<file path="config.mk">
export PLATFORM = sky130hd
export DESIGN_NAME = fetch_queue
export DESIGN_NICKNAME = d
export VERILOG_FILES = /design/src/rtl/fetch_queue.sv
export SDC_FILE = /design/constraint.sdc
export NUM_CORES = 1
export LEC_CHECK = 0
export ABC_CLOCK_PERIOD_IN_PS = 3600
export BUFFER_PORTS_ARGS = -buffer_cell sky130_fd_sc_hd__buf_4
export CAP_MARGIN = 20
export CORE_MARGIN = 1
export CORE_UTILIZATION = 51
export DETAILED_ROUTE_END_ITERATION = 10
export PLACE_DENSITY_LB_ADDON = 0.08
export SYNTH_ARGS = -nofsm -noshare
export SYNTH_HDL_FRONTEND = slang
export SYNTH_SLANG_ARGS = --single-unit
</file>
<file path="constraint.sdc">
create_clock -name CLK -period 3.6 [get_ports CLK]
set_clock_uncertainty 0.15 [all_clocks]
set_input_delay 0.36 -clock CLK [delete_from_list [all_inputs] [get_ports CLK]]
set_output_delay 0.36 -clock CLK [all_outputs]
set_load 0.02 [all_outputs]
</file>
<file path="src/rtl/fetch_queue.sv">
// fetch_queue: instruction fetch unit with a circular instruction queue.
//
// The block keeps a fetch PC (fpc). It requests the word at fpc while it
// is running and the queue has room. Each returned word is queued
// together with its PC. The consumer reads the head entry and pops it
// with deq. A redirect flushes the queue and retargets fpc. A halt stops
// further fetching until the next reset, but entries already queued can
// still be read and popped.
//
// Parameters
//   DEPTH    queue entry count (power of two, >= 2)
//   PC_INIT  fetch PC loaded at reset
// Ports
//   CLK          system clock, rising edge
//   nRST         synchronous active-low reset
//   ihit         memory returns imemload for imemaddr this cycle
//   imemload     instruction word from memory
//   imemREN      instruction read request (combinational)
//   imemaddr     fetch address (= fpc)
//   redirect     flush request from the datapath
//   redirect_pc  new fetch target (word aligned on load)
//   halt         halt decoded by control (sticky)
//   deq          consumer takes the head entry
//   inst_valid   queue non-empty
//   inst         head instruction word (0 when empty)
//   inst_pc      head entry PC (0 when empty)
//   inst_npc     inst_pc + 4 (0 when empty)
//   count        current occupancy
//   halted       sticky halt status
module fetch_queue #(
  parameter int unsigned DEPTH   = 4,
  parameter logic [31:0] PC_INIT = 32'h0000_0000
) (
  input  logic                         CLK,
  input  logic                         nRST,
  input  logic                         ihit,
  input  logic [31:0]                  imemload,
  output logic                         imemREN,
  output logic [31:0]                  imemaddr,
  input  logic                         redirect,
  input  logic [31:0]                  redirect_pc,
  input  logic                         halt,
  input  logic                         deq,
  output logic                         inst_valid,
  output logic [31:0]                  inst,
  output logic [31:0]                  inst_pc,
  output logic [31:0]                  inst_npc,
  output logic [$clog2(DEPTH+1)-1:0]   count,
  output logic                         halted
);

  localparam int unsigned PW = $clog2(DEPTH);
  localparam int unsigned CW = $clog2(DEPTH + 1);
  localparam logic [CW-1:0] FULL_COUNT = CW'(DEPTH);

  logic [31:0]   inst_mem_r [DEPTH];
  logic [31:0]   pc_mem_r   [DEPTH];
  logic [PW-1:0] head_r;
  logic [PW-1:0] tail_r;
  logic [CW-1:0] count_r;
  logic [31:0]   fpc_r;
  logic          halted_r;

  logic          full_s;
  logic          empty_s;
  logic          ren_s;
  logic          push_s;
  logic          pop_s;
  logic          redirect_align_unused_s;

  // The low two bits of the redirect target are dropped on load.
  assign redirect_align_unused_s = ^redirect_pc[1:0];

  assign full_s  = (count_r == FULL_COUNT);
  assign empty_s = (count_r == {CW{1'b0}});

  // Fetching stops in reset, once halted, during a redirect or when full.
  // Because the request already excludes these cases, an ihit that
  // arrives without a request never pushes.
  assign ren_s  = nRST & ~halted_r & ~redirect & ~full_s;
  assign push_s = ihit & ren_s;
  // A redirect overrides any pop in the same cycle.
  assign pop_s  = nRST & deq & ~empty_s & ~redirect;

  assign imemREN    = ren_s;
  assign imemaddr   = fpc_r;
  assign inst_valid = ~empty_s;
  assign count      = count_r;
  assign halted     = halted_r;

  // Head entry view; an empty queue presents zeros.
  always_comb begin
    inst     = 32'h0000_0000;
    inst_pc  = 32'h0000_0000;
    inst_npc = 32'h0000_0000;
    if (!empty_s) begin
      inst     = inst_mem_r[head_r];
      inst_pc  = pc_mem_r[head_r];
      inst_npc = pc_mem_r[head_r] + 32'd4;
    end else begin
      inst     = 32'h0000_0000;
      inst_pc  = 32'h0000_0000;
      inst_npc = 32'h0000_0000;
    end
  end

  // Entry storage. It needs no reset because the outputs are gated by
  // occupancy.
  always_ff @(posedge CLK) begin
    if (push_s) begin
      inst_mem_r[tail_r] <= imemload;
      pc_mem_r[tail_r]   <= fpc_r;
    end
  end

  // Pointers, occupancy, fetch PC and the sticky halt flag.
  always_ff @(posedge CLK) begin
    if (!nRST) begin
      head_r   <= {PW{1'b0}};
      tail_r   <= {PW{1'b0}};
      count_r  <= {CW{1'b0}};
      fpc_r    <= PC_INIT;
      halted_r <= 1'b0;
    end else begin
      halted_r <= halted_r | halt;
      if (redirect) begin
        // Flush: head == tail with zero occupancy.
        head_r  <= {PW{1'b0}};
        tail_r  <= {PW{1'b0}};
        count_r <= {CW{1'b0}};
        fpc_r   <= {redirect_pc[31:2], 2'b00};
      end else begin
        // Pointers wrap naturally because DEPTH is a power of two.
        if (push_s) begin
          tail_r <= tail_r + PW'(1'b1);
          fpc_r  <= fpc_r + 32'd4;
        end
        if (pop_s) begin
          head_r <= head_r + PW'(1'b1);
        end
        unique case ({push_s, pop_s})
          2'b10:   count_r <= count_r + CW'(1'b1);
          2'b01:   count_r <= count_r - CW'(1'b1);
          default: count_r <= count_r;
        endcase
      end
    end
  end

endmodule

</file>
==> results of run 1 <==
==> flip-flops by register name, summed over array words and instances (netlist names), named ones only <==
name / cells
head_r: 2
tail_r: 2
halted: 1
count: 3
imemaddr: 30
inst_mem_r: 128
pc_mem_r: 120
==> cell type report <==
type / instances / area share, %
clock inverters: 16 / 0.6983
multi-input cells: 457 / 24.32
repair buffers: 304 / 15.77
flip-flops and latches: 288 / 51.19
clock buffers: 39 / 5.121
well taps: 319 / 2.475
inverters: 18 / 0.4190
==> worst max-delay path: cells and delay by family, from the launching register on <==
family / cells / cell delay (ns)
buf+inv: 2 / 0.28
mux: 2 / 0.73
flops: 1 / 0.38
simple gates: 4 / 1.09
==> metal layers <==
layer / part of all wire (%) / vias to the layer above / wire [microns]
li1: - / 3661 / -
met1: 41 / 3858 / 11300
met2: 52 / 256 / 14240
met3: 5.0 / 51 / 1384
met4: 2.0 / 0 / 562
met5: 0 / - / 0
==> what timing repair did <==
| item | 4_1_cts | 5_1_grt |
|---|---|---|
| hold endpoints to repair | 159 | 0 |
| setup buffers | 10 | 13 |
| resized for setup | 13 | 18 |
| endpoints found under the setup margin | 8 | 9 |
| hold buffers | 63 | 0 |
| pin swaps | 3 | 7 |
==> synthesized netlist by cell type, types with 4 or more instances <==
cell type / number
edfxtp_1: 248
a21boi_0: 4
buf_2: 8
o21ai_0: 22
xnor2_1: 17
nor4_1: 6
nand4_1: 11
and3_1: 7
and2_1: 76
ha_1: 7
nand2_1: 43
a31oi_1: 9
xor2_1: 17
o211ai_1: 6
inv_1: 18
nor3_1: 15
buf_4: 6
a21oi_1: 18
dfxtp_1: 40
nand3_1: 25
mux4_1: 5
nor2_1: 52
or3_1: 11
mux4_2: 57
clkbuf_1: 23
buf_1: 4
==> metrics by stage <==
stage	hold slack [ns]	instances	power (mW)
after floorplan	0.3089	807	3.952
after global placement	0.3345	1300	4.128
after detailed placement	0.3419	1300	4.134
after CTS	0.01268	1428	7.071
after global routing	0.02514	1441	7.226
final	0.02565	1441	7.022
==> final timing paths <==
kind | to
worst max-delay path | inst_npc[25]
worst min register to register | tail_r[1]
worst max register to register | imemaddr[29]
worst min-delay path | imemaddr[11]
==> power by group <==
group / internal (mW) / switching [mW]
registers: 3.67 / 0.0597
clock network: 1.68 / 1.21
logic: 0.206 / 0.202
total: 5.55 / 1.47
==> cells by family after synthesis <==
logic type      synth area share (%)
simple gates                   11.85
buf+inv                        2.406
flops                          66.93
xor+xnor                       2.416
other cells                  0.03043
mux                            11.76
fa+ha+maj                     0.8732
compound gates                 3.737
==> flow_metrics.tcl, run 1 <==
set metrics [dict create \
    dr_total_vias 7826 \
    worstSkewPairLatency_ns 0.55 \
    use_met2_pct 40.03 \
    yosysWarnings 0 \
    use_met3_pct 3.084 \
    cts_sinks 288 \
    powerDensity_mw_per_mm2 435.5 \
    cts.clk_slew.worst_paths_ns 0.06 \
    cts_tree "built" \
    utilization_pct 68.29 \
    slowest_delay_ns 0.58 \
    finalCritPeriodShare_pct 98.21 \
    synth_edf_count 248 \
    dr.pass1.iters 5 \
    grt_overflow 0 \
    final_common_cell "edfxtp_1" \
    cts_root_buf "clkbuf_16" \
    ant_nets 0 \
    diodes 0 \
    crit_type "flop to output pin" \
    ff_latch_area_sq_mm 0.008255 \
    hold_viol 0 \
    fin_crit_ns 3.536 \
    grt_first_pass_wirelength_mm 41.99 \
    slew_viol_final 0 \
    syn_inst 802 \
    async_reset_ff_share_pct 0 \
    grt_max_degree 45 \
    setup_slack_ns 0.06437 \
    end_kind "output pin" \
    ff2ff_path_depth 6 \
    core_sq_mm 0.02361 \
    yosys.area.top_type "edfxtp_1" \
    multiInputGateArea_sq_mm 0.003923 \
    antenna_found_initial 0 \
    port-buffer-count 195 \
    grt_pass1_vias 7803 \
    max_freq_mhz 282.8 \
    avgSynthCellArea_sq_um 15.37 \
    relSlewSlack_pct 51.63 \
    die_area_sq_mm 0.02479 \
    yosysSeqAreaShare_pct 66.93 \
    htree_num_levels 1 \
    fill_cells 1662 \
    ff2ff_setup_slack_ns 0.83 \
    hp-start "nRST" \
    critical_path_required_ns 3.09 \
    hp-class "input pin to flop" \
    cts_buffers 30 \
    r2r-start "imemaddr[9]" \
    vdd_drop_max_uv 287.4 \
    critPathLaunchType "flop" \
    setup_viol 0 \
    finalSetupTns_ns 0 \
    start_util_pct 52.19 \
    use_met1_pct 28.20 \
    layout_common_cells "edfxtp_1, buf_4, and2_1" \
    p_leak_nw 5.695 \
    ys_top_cells_by_area "edfxtp_1, mux4_2, dfxtp_1" \
    cap_violations 0 \
    core.rowCount 56 \
    status "finished clean" \
    hpwl_mm 17.26 \
    dr.first_iter.drc_count 435 \
    worst_pin_slew_ns 0.7189 \
    chipHeight_microns 157.4 \
    gp_congestion 0.8176 \
    cts_max_path_buffers 3 \
    layout.nets 1177 \
    netlist_area_sq_mm 0.01232 \
    finalInstanceArea_sq_mm 0.01613 \
    area_growth_syn_to_layout_pct 30.86 \
    via_per_inst 5.431 \
    design.portCount 204 \
    whs_path_depth 2 \
    ys.flop_type "edfxtp_1" \
    rsz0062_at_grt "yes" \
    wirelength_mm 27.49 \
    placed_cell_area_sq_mm 0.01423 \
    slowest_stage "or4_4" \
    drc 0 \
    die_x_microns 157.4 \
    synth_top_area_share_pct 60.43 \
    path_max_fanout 5 \
    arrival_ns 3.03 \
    synthDistinctLibCells 57 \
    drive_gt1_share_pct 33.69 \
    wl_per_cell_microns 19.07 \
    grt_busiest_layer "met2" \
    path_cells "buf_4, mux4_2, nand3_4, or4_4, nor3_4, nor3b_2, mux2_4, buf_6" \
    dp_slack_ns 0.4351 \
    grt_usage_pct 22.30 \
    ys_ff_latch 288 \
]
(Power assumes the default switching activity.)
==> run 2, diff against run 1 <==
- PLACE_DENSITY: not set -> 0.81
- PLACE_DENSITY_LB_ADDON: 0.08 -> not set
- REMOVE_ABC_BUFFERS: not set -> 1
==> run 2 against run 1 <==
Compared with the run above:
- worst hold slack better by 0.016 ns
- global-route usage up 0.46 points
- design area down 0.35%
- critical path depth unchanged
- sequential cell count unchanged
- register-to-register slack worse by 0.28 ns
- count of clock-buffer cells in the layout down 2
- first-iteration DRC count up 38%
- worst setup slack worse by 0.017 ns
- via count up 2.1%
- clock power down 4%
- critical path type unchanged
- critical endpoint unchanged
- largest cell class unchanged
- highest routed layer unchanged
==> flow_metrics.tcl, run 2 (synthesized netlist as in run 1, its figures left out) <==
set metrics [dict create \
    max_freq_mhz 281.5 \
    grt_max_degree 46 \
    final_common_cell "edfxtp_1" \
    cts_sinks 288 \
    start_util_pct 52.19 \
    utilization_pct 68.05 \
    hpwl_mm 17.79 \
    p_leak_nw 5.676 \
    slew_viol_final 0 \
    arrival_ns 3.04 \
    vdd_drop_max_uv 306.5 \
    powerDensity_mw_per_mm2 429.8 \
    fin_crit_ns 3.553 \
    wl_per_cell_microns 20.14 \
    core_sq_mm 0.02361 \
    dr.first_iter.drc_count 600 \
    via_per_inst 5.584 \
    design.portCount 204 \
    cap_violations 0 \
    relSlewSlack_pct 54.53 \
    crit_end "inst_npc[25]" \
    die_x_microns 157.4 \
    cts_buffers 28 \
    drc 0 \
    worst_pin_slew_ns 0.6805 \
    cts.clk_slew.worst_paths_ns 0.06 \
    worstSkewPairLatency_ns 0.55 \
    end_kind "output pin" \
    critical_path_required_ns 3.09 \
    largest_reg_flops 128 \
    dp_cells 1294 \
    ff2ff_setup_slack_ns 0.55 \
    cts_root_buf "clkbuf_16" \
    grt_pass1_vias 7906 \
    hold_viol 0 \
    chipHeight_microns 157.4 \
    status "finished clean" \
    critPathLaunchType "flop" \
    rr_endpoint "imemaddr[11]" \
    diodes 0 \
    setup_viol 0 \
    grt_overflow 0 \
    ant_nets 0 \
    regMostFlops "inst_mem_r" \
    drive_gt1_share_pct 33.18 \
    finalCritPeriodShare_pct 98.69 \
    layout_common_cells "edfxtp_1, buf_4, and2_1" \
    rsz0062_at_grt "yes" \
    grt_first_pass_wirelength_mm 42.54 \
    layout.nets 1169 \
    cts_max_path_buffers 3 \
    dr.pass1.iters 5 \
    wirelength_mm 28.83 \
    area_growth_syn_to_layout_pct 30.40 \
    port-buffer-count 195 \
    finalNonFillerCells 1431 \
    htree_num_levels 1 \
    hp-class "input pin to flop" \
    ff2ff_path_depth 8 \
    r2r-start "count[2]" \
    holdWs_ns 0.04201 \
    cts_tree "built" \
    antenna_found_initial 0 \
    core.rowCount 56 \
    grt_usage_pct 22.76 \
    path_max_fanout 7 \
    crit_type "flop to output pin" \
    die_area_sq_mm 0.02479 \
    gp_congestion 0.8329 \
    dr_total_vias 7991 \
]
run 2: through the flow:
step | setup WS [ns] | instance area, sq um | power, mW | TNS, ns
5_1_grt | -0.09689 | 16070 | 7.114 | -0.2350
4_1_cts | 0.001132 | 15880 | 6.948 | 0
3_3_place_gp | 0.3014 | 14190 | 4.121 | 0
2_1_floorplan | -1.718 | 12110 | 3.937 | -80.01
3_5_place_dp | 0.2627 | 14190 | 4.134 | 0
6_report | 0.04707 | 16070 | 6.907 | 0
run 2: cell type report:
type / instances / area, sq um
Tap cell: 319 / 399.1
Clock inverter: 14 / 115.1
Inverter: 18 / 67.56
Sequential cell: 288 / 8255
Multi-Input combinational cell: 457 / 3931
Timing Repair Buffer: 298 / 2536
Clock buffer: 37 / 764.5
Fill cell: 1521 / 7543
run 2: power breakdown:
| group | internal [mW] | switching, mW | total (mW) |
|---|---|---|---|
| Sequential | 3.66 | 0.0584 | 3.72 |
| Clock | 1.57 | 1.20 | 2.77 |
| Combinational | 0.205 | 0.210 | 0.415 |
| Total | 5.44 | 1.47 | 6.91 |
run 2: worst min path at each step:
stage / start / end / slack [ns] / depth (start not counted)
after floorplan: imemload[0] / inst_mem_r[0][0] / 0.31 / 0
after global routing: nRST / imemaddr[6] / 0.04 / 2
final: nRST / imemaddr[30] / 0.04 / 3
after detailed placement: halted / halted / 0.33 / 1
after CTS: nRST / imemaddr[30] / 0.006 / 3
after global placement: halted / halted / 0.33 / 1
run 2: layer usage:
metal / wire [microns] / vias up / track usage [%]
met5: 0 / - / 0
met4: 687 / 0 / 6.010
met3: 1564 / 52 / 3.359
met2: 14930 / 303 / 40.71
met1: 11650 / 3999 / 28.93
li1: - / 3637 / -
run 2: what timing repair did:
| item | 4_1_cts | 5_1_grt |
|---|---|---|
| hold buffers | 63 | 0 |
| hold endpoints to repair | 157 | 0 |
| cloned | 0 | 2 |
| endpoints found under the setup margin | 12 | 9 |
| setup buffers | 13 | 8 |
| pin swaps | 4 | 7 |
| gates resized for setup | 21 | 17 |
run 2: worst max-delay path, stage by stage, from the launching register on:
cell     delay (ns)
dfxtp_4        0.39
buf_12         0.16
mux4_2         0.38
nand3_4        0.10
or4_4          0.59
nor3_4         0.19
nor3b_4        0.24
mux2_4         0.32
buf_6          0.13
